File: config.mk
export PLATFORM = sky130hd
export DESIGN_NAME = lif_spike_encoder
export DESIGN_NICKNAME = d
export VERILOG_FILES = /design/src/rtl/neuro_nav_pkg.sv /design/src/rtl/lif_channel.sv /design/src/rtl/lif_spike_encoder.sv
export SDC_FILE = /design/constraint.sdc
export NUM_CORES = 1
export LEC_CHECK = 0
export BUFFER_PORTS_ARGS = -buffer_cell sky130_fd_sc_hd__buf_4
export CAP_MARGIN = 25
export CELL_PAD_IN_SITES_DETAIL_PLACEMENT = 0
export CELL_PAD_IN_SITES_GLOBAL_PLACEMENT = 2
export CORE_ASPECT_RATIO = 0.6
export CORE_MARGIN = 8
export CORE_UTILIZATION = 36
export DETAILED_ROUTE_END_ITERATION = 8
export PLACE_DENSITY = 0.78
export SYNTH_ARGS = -nofsm -noshare
export SYNTH_HDL_FRONTEND = slang
export SYNTH_SLANG_ARGS = --single-unit
File: constraint.sdc
create_clock -name clk -period 8.3 [get_ports clk]
set_clock_uncertainty 0.15 [all_clocks]
set_input_delay 0.415 -clock clk [delete_from_list [all_inputs] [get_ports clk]]
set_output_delay 0.415 -clock clk [all_outputs]
set_load 0.005 [all_outputs]
File: src/rtl/neuro_nav_pkg.sv
// Shared definitions for the LIF spike encoder and the navigation/SLAM
// peripheral it feeds.
//   - lif_state_t : per-channel neuron state (IDLE, FIRE, REFRACT)
//   - V_W, CNT_W  : membrane potential and statistics counter widths
//   - LEAK_W      : width of the global leak counter / leak period
//   - TMR_W       : width of the pulse / refractory timers
//   - CH_*        : spike_out bit index per heading, shared with the SLAM block
//   - sat_add_v   : membrane add that clamps at all-ones instead of wrapping
package neuro_nav_pkg;

  localparam int V_W    = 8;
  localparam int CNT_W  = 16;
  localparam int LEAK_W = 8;
  localparam int TMR_W  = 4;

  localparam int CH_EAST  = 0;
  localparam int CH_NORTH = 1;
  localparam int CH_WEST  = 2;
  localparam int CH_SOUTH = 3;

  typedef enum logic [1:0] {
    IDLE    = 2'd0,
    FIRE    = 2'd1,
    REFRACT = 2'd2
  } lif_state_t;

  // Membrane add; one extra bit catches the carry so the result clamps at
  // 2^V_W-1 before any leak is subtracted.
  function automatic logic [V_W-1:0] sat_add_v(input logic [V_W-1:0] v,
                                               input logic [TMR_W-1:0] w);
    logic [V_W:0] sum;
    sum = {1'b0, v} + (V_W+1)'(w);
    return sum[V_W] ? {V_W{1'b1}} : sum[V_W-1:0];
  endfunction

endpackage

File: src/rtl/lif_channel.sv
// One leaky integrate-and-fire neuron: membrane, state machine and timer.
// Ports:
//   clk, rst          : clock, synchronous active-high reset
//   en                : 0 forces IDLE with v=0, tmr=0 (truncates a spike)
//   evt               : raw event line for this channel
//   leak_tick         : one-cycle leak strobe from the shared leak counter
//   cfg_weight        : membrane increment per event
//   cfg_threshold     : fire threshold (0 behaves as 1)
//   cfg_pulse_len     : spike high time minus one
//   cfg_refractory    : post-spike low time minus one
//   spike             : registered spike line
//   busy              : channel is in FIRE or REFRACT
//   fire_pulse        : this cycle's edge moves the channel into FIRE
//   drop_pulse        : an event is being ignored because the channel is busy
module lif_channel
  import neuro_nav_pkg::*;
(
  input  logic             clk,
  input  logic             rst,
  input  logic             en,
  input  logic             evt,
  input  logic             leak_tick,
  input  logic [TMR_W-1:0] cfg_weight,
  input  logic [V_W-1:0]   cfg_threshold,
  input  logic [TMR_W-1:0] cfg_pulse_len,
  input  logic [TMR_W-1:0] cfg_refractory,
  output logic             spike,
  output logic             busy,
  output logic             fire_pulse,
  output logic             drop_pulse
);

  lif_state_t       state_reg, state_next;
  logic [V_W-1:0]   v_reg, v_next;
  logic [TMR_W-1:0] tmr_reg, tmr_next;
  logic             spike_reg;

  logic [V_W-1:0]   v_add;
  logic [V_W-1:0]   v_leak;
  logic [V_W-1:0]   thr_eff;

  always_comb begin
    // Saturated add first, then the leak, floored at zero.
    v_add   = sat_add_v(v_reg, evt ? cfg_weight : '0);
    v_leak  = (leak_tick && (v_add != '0)) ? v_add - V_W'(1) : v_add;
    thr_eff = (cfg_threshold == '0) ? V_W'(1) : cfg_threshold;

    state_next = state_reg;
    v_next     = v_reg;
    tmr_next   = tmr_reg;
    fire_pulse = 1'b0;

    case (state_reg)
      IDLE: begin
        if (v_leak >= thr_eff) begin
          state_next = FIRE;
          v_next     = '0;
          tmr_next   = cfg_pulse_len;   // latched here; later cfg edits wait
          fire_pulse = 1'b1;
        end else begin
          v_next = v_leak;
        end
      end
      FIRE: begin
        v_next = '0;
        if (tmr_reg == '0) begin
          state_next = REFRACT;
          tmr_next   = cfg_refractory;
        end else begin
          tmr_next = tmr_reg - TMR_W'(1);
        end
      end
      REFRACT: begin
        v_next = '0;
        if (tmr_reg == '0) begin
          state_next = IDLE;
        end else begin
          tmr_next = tmr_reg - TMR_W'(1);
        end
      end
      default: begin
        state_next = IDLE;
        v_next     = '0;
        tmr_next   = '0;
      end
    endcase

    if (!en) begin
      state_next = IDLE;
      v_next     = '0;
      tmr_next   = '0;
      fire_pulse = 1'b0;
    end
  end

  always_ff @(posedge clk) begin
    if (rst) begin
      state_reg <= IDLE;
      v_reg     <= '0;
      tmr_reg   <= '0;
      spike_reg <= 1'b0;
    end else begin
      state_reg <= state_next;
      v_reg     <= v_next;
      tmr_reg   <= tmr_next;
      // Spike comes straight from a flop so the SLAM edge detector never
      // sees a decode glitch.
      spike_reg <= (state_next == FIRE);
    end
  end

  assign spike      = spike_reg;
  assign busy       = (state_reg != IDLE);
  assign drop_pulse = evt && busy;

endmodule

File: src/rtl/lif_spike_encoder.sv
// Multi-channel LIF front-end turning raw event lines into rate-coded
// direction spikes for the navigation/SLAM peripheral (bit CH_EAST..CH_SOUTH).
// Ports:
//   clk, rst          : clock, synchronous active-high reset
//   en                : 0 idles all channels, clears the leak counter,
//                       holds the statistics counters
//   in_evt            : raw event lines, one per channel
//   cfg_weight        : membrane increment per event
//   cfg_threshold     : fire threshold (0 behaves as 1)
//   cfg_leak_period   : leak every N enabled cycles, 0 = no leak
//   cfg_pulse_len     : spike high time minus one
//   cfg_refractory    : post-spike low time minus one
//   spike_out         : registered spike lines
//   busy              : per-channel FIRE/REFRACT indicator
//   fire_count        : total spikes emitted, wrapping
//   drop_count        : events ignored while busy, saturating
module lif_spike_encoder
  import neuro_nav_pkg::*;
#(
  parameter int N_CH = 4
) (
  input  logic              clk,
  input  logic              rst,
  input  logic              en,
  input  logic [N_CH-1:0]   in_evt,
  input  logic [TMR_W-1:0]  cfg_weight,
  input  logic [V_W-1:0]    cfg_threshold,
  input  logic [LEAK_W-1:0] cfg_leak_period,
  input  logic [TMR_W-1:0]  cfg_pulse_len,
  input  logic [TMR_W-1:0]  cfg_refractory,
  output logic [N_CH-1:0]   spike_out,
  output logic [N_CH-1:0]   busy,
  output logic [CNT_W-1:0]  fire_count,
  output logic [CNT_W-1:0]  drop_count
);

  localparam int PC_W = $clog2(N_CH + 1);

  logic [LEAK_W-1:0] leak_cnt_reg;
  logic [LEAK_W-1:0] leak_cnt_inc;
  logic              leak_tick;

  logic [N_CH-1:0]   fire_pulse;
  logic [N_CH-1:0]   drop_pulse;
  logic [PC_W-1:0]   fire_sum;
  logic [PC_W-1:0]   drop_sum;
  logic [CNT_W:0]    drop_wide;

  logic [CNT_W-1:0]  fire_count_reg;
  logic [CNT_W-1:0]  drop_count_reg;

  // Leak counter: the incremented value is what gets matched, so a period
  // of N yields a tick every N enabled cycles. A period written below the
  // current count is only met after the 8-bit counter wraps.
  assign leak_cnt_inc = leak_cnt_reg + LEAK_W'(1);
  assign leak_tick    = en && (cfg_leak_period != '0) &&
                        (leak_cnt_inc == cfg_leak_period);

  always_ff @(posedge clk) begin
    if (rst || !en) begin
      leak_cnt_reg <= '0;
    end else if (leak_tick) begin
      leak_cnt_reg <= '0;
    end else begin
      leak_cnt_reg <= leak_cnt_inc;
    end
  end

  for (genvar gi = 0; gi < N_CH; gi++) begin : g_ch
    lif_channel u_ch (
      .clk            (clk),
      .rst            (rst),
      .en             (en),
      .evt            (in_evt[gi]),
      .leak_tick      (leak_tick),
      .cfg_weight     (cfg_weight),
      .cfg_threshold  (cfg_threshold),
      .cfg_pulse_len  (cfg_pulse_len),
      .cfg_refractory (cfg_refractory),
      .spike          (spike_out[gi]),
      .busy           (busy[gi]),
      .fire_pulse     (fire_pulse[gi]),
      .drop_pulse     (drop_pulse[gi])
    );
  end

  always_comb begin
    fire_sum = '0;
    drop_sum = '0;
    for (int i = 0; i < N_CH; i++) begin
      fire_sum = fire_sum + PC_W'(fire_pulse[i]);
      drop_sum = drop_sum + PC_W'(drop_pulse[i]);
    end
  end

  assign drop_wide = {1'b0, drop_count_reg} + (CNT_W+1)'(drop_sum);

  always_ff @(posedge clk) begin
    if (rst) begin
      fire_count_reg <= '0;
      drop_count_reg <= '0;
    end else if (en) begin
      fire_count_reg <= fire_count_reg + CNT_W'(fire_sum);
      drop_count_reg <= drop_wide[CNT_W] ? {CNT_W{1'b1}} : drop_wide[CNT_W-1:0];
    end
  end

  assign fire_count = fire_count_reg;
  assign drop_count = drop_count_reg;

endmodule

[Word level (Yosys, flattened, before mapping)]
Cells that the tools add are included.
Word-level totals
  output and inout bits: 40
  logic and storage cells: 172
  register bits after elaboration: 100
  bits of input ports: 35
Cells by class
  multiplexer cells: 62
  magnitude comparators: 4
  bitwise operators: 5
  reductions and logical operators: 40
  $add $sub $neg: 21
  equal/unequal tests: 21
Operators with widths (count)
  $mux 8: 9
  $mux 4: 16
  $pmux 4 s3: 4
  $reduce_bool 8->1: 5
  $add 8x4->9: 4
  $ge 8x8->1: 4
  $mux 2: 16
  $sub 8x1->8 const B: 4
  $pmux 2 s3: 4
  $add 16x3->17: 1
  $add 16x3->16: 1
  $eq 2x1->1 const B: 8
  $logic_not 4->1: 4
  $mux 16: 1
  $reduce_or 4->1: 4
  $sub 4x1->4 const B: 4
  $mux 1: 12
  $logic_and 1x1->1: 10
  $add 8x1->8 const B: 1
  $eq 2x2->1 const B: 4
  $eq 8x8->1: 1
  $logic_not 2->1: 4
  $logic_not 8->1: 1
  $ne 2x1->1 const B: 4
  other kinds (10): 27

[Logic depth before layout (Yosys ltp)]
  depth after elaboration: 14
  mapped depth: 31
  mapped depth without buffers: 31

[Cells and area by module]
A second synthesis with hierarchy kept.
Unflattened totals
  cells, all modules: 965
  area total of the unflattened synthesis: 8121.5 um^2
By module, submodules not included
  lif_channel at g_ch[0].u_ch ...: instances 3, cells each 182, sequential area each 300.3 um^2, area an instance 1512.7 um^2
  lif_spike_encoder: instances 1, cells each 241, sequential area each 800.8 um^2, area an instance 2174.6 um^2
  lif_channel at g_ch[1].u_ch: instances 1, cells each 178, sequential area each 300.3 um^2, area an instance 1408.9 um^2

[Least setup slack after synthesis]
No wires, ideal clock.
  kind: input-to-reg
  start point: input in_evt[3]
  end point: register fire_count_reg[10], in the netlist fire_count[10]
  path slack: 2.035 ns
  setup time: 0.128 ns
  arrival time: 5.988 ns
  path buffers: 0
  required time: 8.022 ns
  cell stages on the path: 30
  cells stage by stage: and2_1 ha_1 inv_1 fa_1 nand2b_1 a21oi_1 nand3_1 and2_1 ha_1 nor4bb_1 o21ai_0 mux2_2 a21oi_1 or4_4 o211a_1 nor2_1 ha_1 o211a_1 o21ai_0 nand2_1 a31oi_1 nor2_1 fa_1 fa_1 nand4_1 nor2_1 and4_1 nand3_1 xor2_1 nor2_1
On the way
  cells in the longest elaborated chain, start to end: 12
  elaborated cells on any way between the ends: 13
  classes of those cells: add/sub (4); order compare (1); mux (6); reduce/logical (2)
Ends and longest elaborated chain
  from (decl): RTL line lif_spike_encoder.sv:25  | input logic [N_CH-1:0] in_evt,
  $mux 4 (*): RTL line lif_channel.sv:44  | v_add = sat_add_v(v_reg, evt ? cfg_weight : '0);
  $add 8x4->9 (*): RTL line neuro_nav_pkg.sv:32  | sum = {1'b0, v} + (V_W+1)'(w);
  $mux 8 (*): RTL line neuro_nav_pkg.sv:33  | return sum[V_W] ? {V_W{1'b1}} : sum[V_W-1:0];
  parallel branches: the longest is 2 deep, another holds $sub 8x1->8
  $mux 8 (*): RTL line lif_channel.sv:45  | v_leak = (leak_tick && (v_add != '0)) ? v_add - V_W'(1) : v_add;
  net g_ch[3].u_ch.v_leak[5]: RTL line lif_channel.sv:39  | logic [V_W-1:0] v_leak;
  $ge 8x8->1 (*): RTL line lif_channel.sv:55  | if (v_leak >= thr_eff) begin
  $mux 1 (*): RTL line lif_channel.sv:55
  $mux 1 (*): RTL line lif_channel.sv:53  | case (state_reg)
  $mux 1 (*): RTL line lif_channel.sv:88  | if (!en) begin
  $add 3x1->3 (*): RTL line lif_spike_encoder.sv:91  | fire_sum = fire_sum + PC_W'(fire_pulse[i]);
  $add 16x3->16 (*): RTL line lif_spike_encoder.sv:103  | fire_count_reg <= fire_count_reg + CNT_W'(fire_sum);
  to (signal assigned): RTL line lif_spike_encoder.sv:103
  to (decl): RTL line lif_spike_encoder.sv:49  | logic [CNT_W-1:0] fire_count_reg;
Mark *: on every way through the listed nets, which the timed path passes.
A chain may end at the register's enable or synchronous reset.

[Final worst setup path]
  start point: register g_ch[3].u_ch.v_reg[0]
  end point: register fire_count_reg[10], in the netlist fire_count[10]
On the way
  cells in the longest elaborated chain, start to end: 11
  elaborated cells on any way between the ends: 12
  classes of those cells: add/sub (4); order compare (1); mux (5); reduce/logical (2)
Ends and longest elaborated chain
  from (decl): RTL line lif_channel.sv:34  | logic [V_W-1:0] v_reg, v_next;
  from (signal assigned): RTL line lif_channel.sv:104  | v_reg <= v_next;
  $add 8x4->9 (*): RTL line neuro_nav_pkg.sv:32
  $mux 8 (*): RTL line neuro_nav_pkg.sv:33
  parallel branches: the longest is 2 deep, another holds $sub 8x1->8
  $mux 8 (*): RTL line lif_channel.sv:45
  net g_ch[3].u_ch.v_leak[5]: RTL line lif_channel.sv:39
  $ge 8x8->1 (*): RTL line lif_channel.sv:55
  $mux 1 (*): RTL line lif_channel.sv:55
  $mux 1 (*): RTL line lif_channel.sv:53
  $mux 1 (*): RTL line lif_channel.sv:88
  $add 3x1->3 (*): RTL line lif_spike_encoder.sv:91
  $add 16x3->16 (*): RTL line lif_spike_encoder.sv:103
Marked as above.

==> results.cfg <==
[clock_network]
clkLatencyLatePin_ns = 0.36
cts_hold_buf = 0
numCtsBuffers = 9
h-tree-depth = 3
cts_tree = done
post-cts-setup-buffers = 0
clock_sinks = 100
clk_pin_slew_worst_paths_ns = 0.08
root_buffer = clkbuf_16
clk_path_buf_depth = 2
cts_resized = 0

[synthesis]
syn_area_um2 = 7686
async_reset_ff_frac = 0
synth_cells = 971
synth_edf_count = 0
synth-simple-area-share = 0.2852
synth_compound_area_frac = 0.1434
synth-seq-cells = 100
ys.flop_type = dfxtp_1
synth_top_family_by_area = simple AND/OR/NAND/NOR gates
synth_xor_area_frac = 0.08253
yosys_warnings = 0
muxShareOfSynthArea = 0.04509
ys_seq_area_frac = 0.2605
synthAdderAreaFrac = 0.1319
syn_nets = 1081
avgSynthCellArea_um2 = 7.916
synth_cell_types = 65

[floorplan]
die_w_um = 204.6
start_util = 0.3663
ioPinCount = 75
fp.coreArea_um2 = 20980
row_count = 41
die_y_um = 129.2
die-area_um2 = 26430

[routing]
drt_wl_total_um = 21790
vias = 6778
wl_per_cell_um = 16.67
first_pass_iters = 5
final_antenna_net_count = 0
drt-initial-drc-count = 525
viasPerCell = 5.186
drc = 0

[final_layout]
nNetsFinal = 1133
mostFrequentLayoutCell = nor2_1
largest_reg_flops = 32
layout_common_cells = nor2_1 (110), dfxtp_1 (100), buf_4 (82), nand2_1 (78), a21oi_1 (69)
drive_gt1_frac = 0.1158
syn_to_final_growth_pct = 13.71
final_util = 0.4165
finish.instance_area_um2 = 8740
diodes = 0
fill_cells = 2158

[worst_setup_path]
crit_path_end_kind = register
cp.arrival_ns = 6.83
crit_type = register to register
crit_path_frequent_cell = nor2_1
critPathTopFamily = simple AND/OR/NAND/NOR gates
critical-path-slowest-cell = a21oi_1
critPathLaunchType = register
path_buf_inv = 2
cpPeakStageDelay_ns = 0.46
worstPathRequired_ns = 8.40
worstPathMaxFanout = 8

[placement]
detailed_place.area_um2 = 8439
numPortBuffers = 74
dp_hpwl_um = 17070
gp_congestion = 0.8068

[sta]
max_slew_margin = 0.4339
finalSetupViolCount = 0
rsz0062_at_grt = no
setup_tns_ns = 0
timing.fmax_mhz = 148.7
drv_slew = 0
worst_pin_slew_ns = 0.8460
period_share = 0.8105
whs_ns = 0.2816
hold_viol_final = 0
period_needed_ns = 6.727

[global_routing]
track_usage = 0.1652
antenna_found_initial = 0
grt_pass1_wl_um = 34780
grt-ovfl-total = 0
grt_max_degree = 35
grt_pass1_vias = 6200

[power_and_ir_drop]
p_per_area_nw_per_um2 = 129.0
finalPower_mw = 1.128
p_leak_nw = 3.631
ir_worst_vdd_mv = 0.1089

[worst_hold_path]
hold_class = input port to register

[job]
maxCapViolCount = 0

[run_status]
outcome = finished, final reports clean
## per-layer routing
| metal | track usage | share of wire | vias to the layer above |
|---|---|---|---|
| met5 | 0 | 0 | - |
| met4 | 0.03332 | 0.0084 | 0 |
| met3 | 0.03315 | 0.055 | 12 |
| met2 | 0.2066 | 0.36 | 156 |
| met1 | 0.2723 | 0.58 | 3097 |
| li1 | - | - | 3513 |
## path summary, 6_finish.rpt
kind                           startpoint                      end  slack (ns)  depth (start not counted)
setup / recovery    g_ch[3].u_ch.v_reg[0]           fire_count[10]        1.57                         30
hold / removal                         en            drop_count[0]        0.28                          2
setup reg to reg    g_ch[3].u_ch.v_reg[0]           fire_count[10]        1.57                         30
hold reg to reg   g_ch[2].u_ch.tmr_reg[1]  g_ch[2].u_ch.tmr_reg[1]        0.34                          2
## final cells by class
type,instances,area (µm²),area share
tap,279,349.1,0.03994
clock buffer,10,229.0,0.02620
sequential,100,2002,0.2291
multi-input combinational,781,5289,0.6052
timing repair buffer,82,615.6,0.07044
inverter,49,183.9,0.02105
clock inverter,6,71.32,0.008160
## cells in the mapped netlist, types with 2 or more instances
| cell type | number | share of area |
|---|---|---|
| xnor3_2 | 2 | 0.0062 |
| ha_1 | 65 | 0.11 |
| o22a_1 | 2 | 0.0023 |
| o21a_1 | 6 | 0.0059 |
| o21ai_0 | 35 | 0.023 |
| inv_1 | 49 | 0.024 |
| nor2b_1 | 26 | 0.021 |
| a31oi_1 | 7 | 0.0057 |
| o211ai_1 | 5 | 0.0049 |
| nand2_1 | 78 | 0.038 |
| nor4b_1 | 8 | 0.0091 |
| o2bb2ai_1 | 2 | 0.0023 |
| buf_6 | 3 | 0.0044 |
| nand3b_1 | 4 | 0.0039 |
| nor3b_1 | 12 | 0.012 |
| xor2_1 | 36 | 0.041 |
| mux2i_1 | 29 | 0.038 |
| and4_1 | 10 | 0.011 |
| dfxtp_1 | 100 | 0.26 |
| a2111oi_0 | 2 | 0.0023 |
| clkbuf_1 | 28 | 0.014 |
| mux2_2 | 5 | 0.0073 |
| o21bai_1 | 2 | 0.0020 |
| and2_1 | 19 | 0.015 |
| fa_1 | 10 | 0.026 |
| or2_2 | 5 | 0.0041 |
| a211oi_1 | 14 | 0.014 |
| xnor2_1 | 31 | 0.035 |
| nor4_1 | 4 | 0.0033 |
| or3_1 | 2 | 0.0016 |
| a21oi_1 | 69 | 0.045 |
| and3_2 | 4 | 0.0039 |
| and3_1 | 24 | 0.020 |
| o22ai_1 | 12 | 0.0098 |
| buf_4 | 9 | 0.0088 |
| o211a_1 | 4 | 0.0052 |
| nand2b_1 | 27 | 0.022 |
| nor2_1 | 110 | 0.054 |
| a221oi_1 | 2 | 0.0023 |
| nand3_1 | 44 | 0.029 |
| a21o_1 | 5 | 0.0049 |
| nor3_1 | 22 | 0.014 |
| nand4_1 | 14 | 0.011 |
| a41oi_1 | 2 | 0.0023 |
| a22oi_1 | 2 | 0.0020 |
## report_power, final
group          switching [mW]  total, mW  internal (mW)
clock network           0.207      0.444          0.237
logic                   0.114      0.192         0.0784
registers             0.00520      0.491          0.486
## worst register-to-register path: cells and delay by family, from the launching register on
kind,cells,cell delay (ns)
fa+ha+maj,6,1.93
buf+inv,2,0.25
mux,1,0.18
xor+xnor,1,0.15
compound gates,7,1.27
flops,1,0.32
simple gates,13,2.34
## stage by stage
step,std cells,setup slack [ns]
final,1307,1.573
after detailed placement,1291,1.232
after global routing,1307,1.060
after global placement,1290,1.329
after floorplan,971,2.035
after CTS,1307,1.568
## kinds of logic after synthesis
| group | after synthesis |
|---|---|
| compound gates | 180 |
| xor+xnor | 69 |
| fa+ha+maj | 75 |
| buf+inv | 90 |
| flops | 100 |
| mux | 34 |
| simple gates | 423 |
Note: power is estimated with default switching activity, not from simulation.
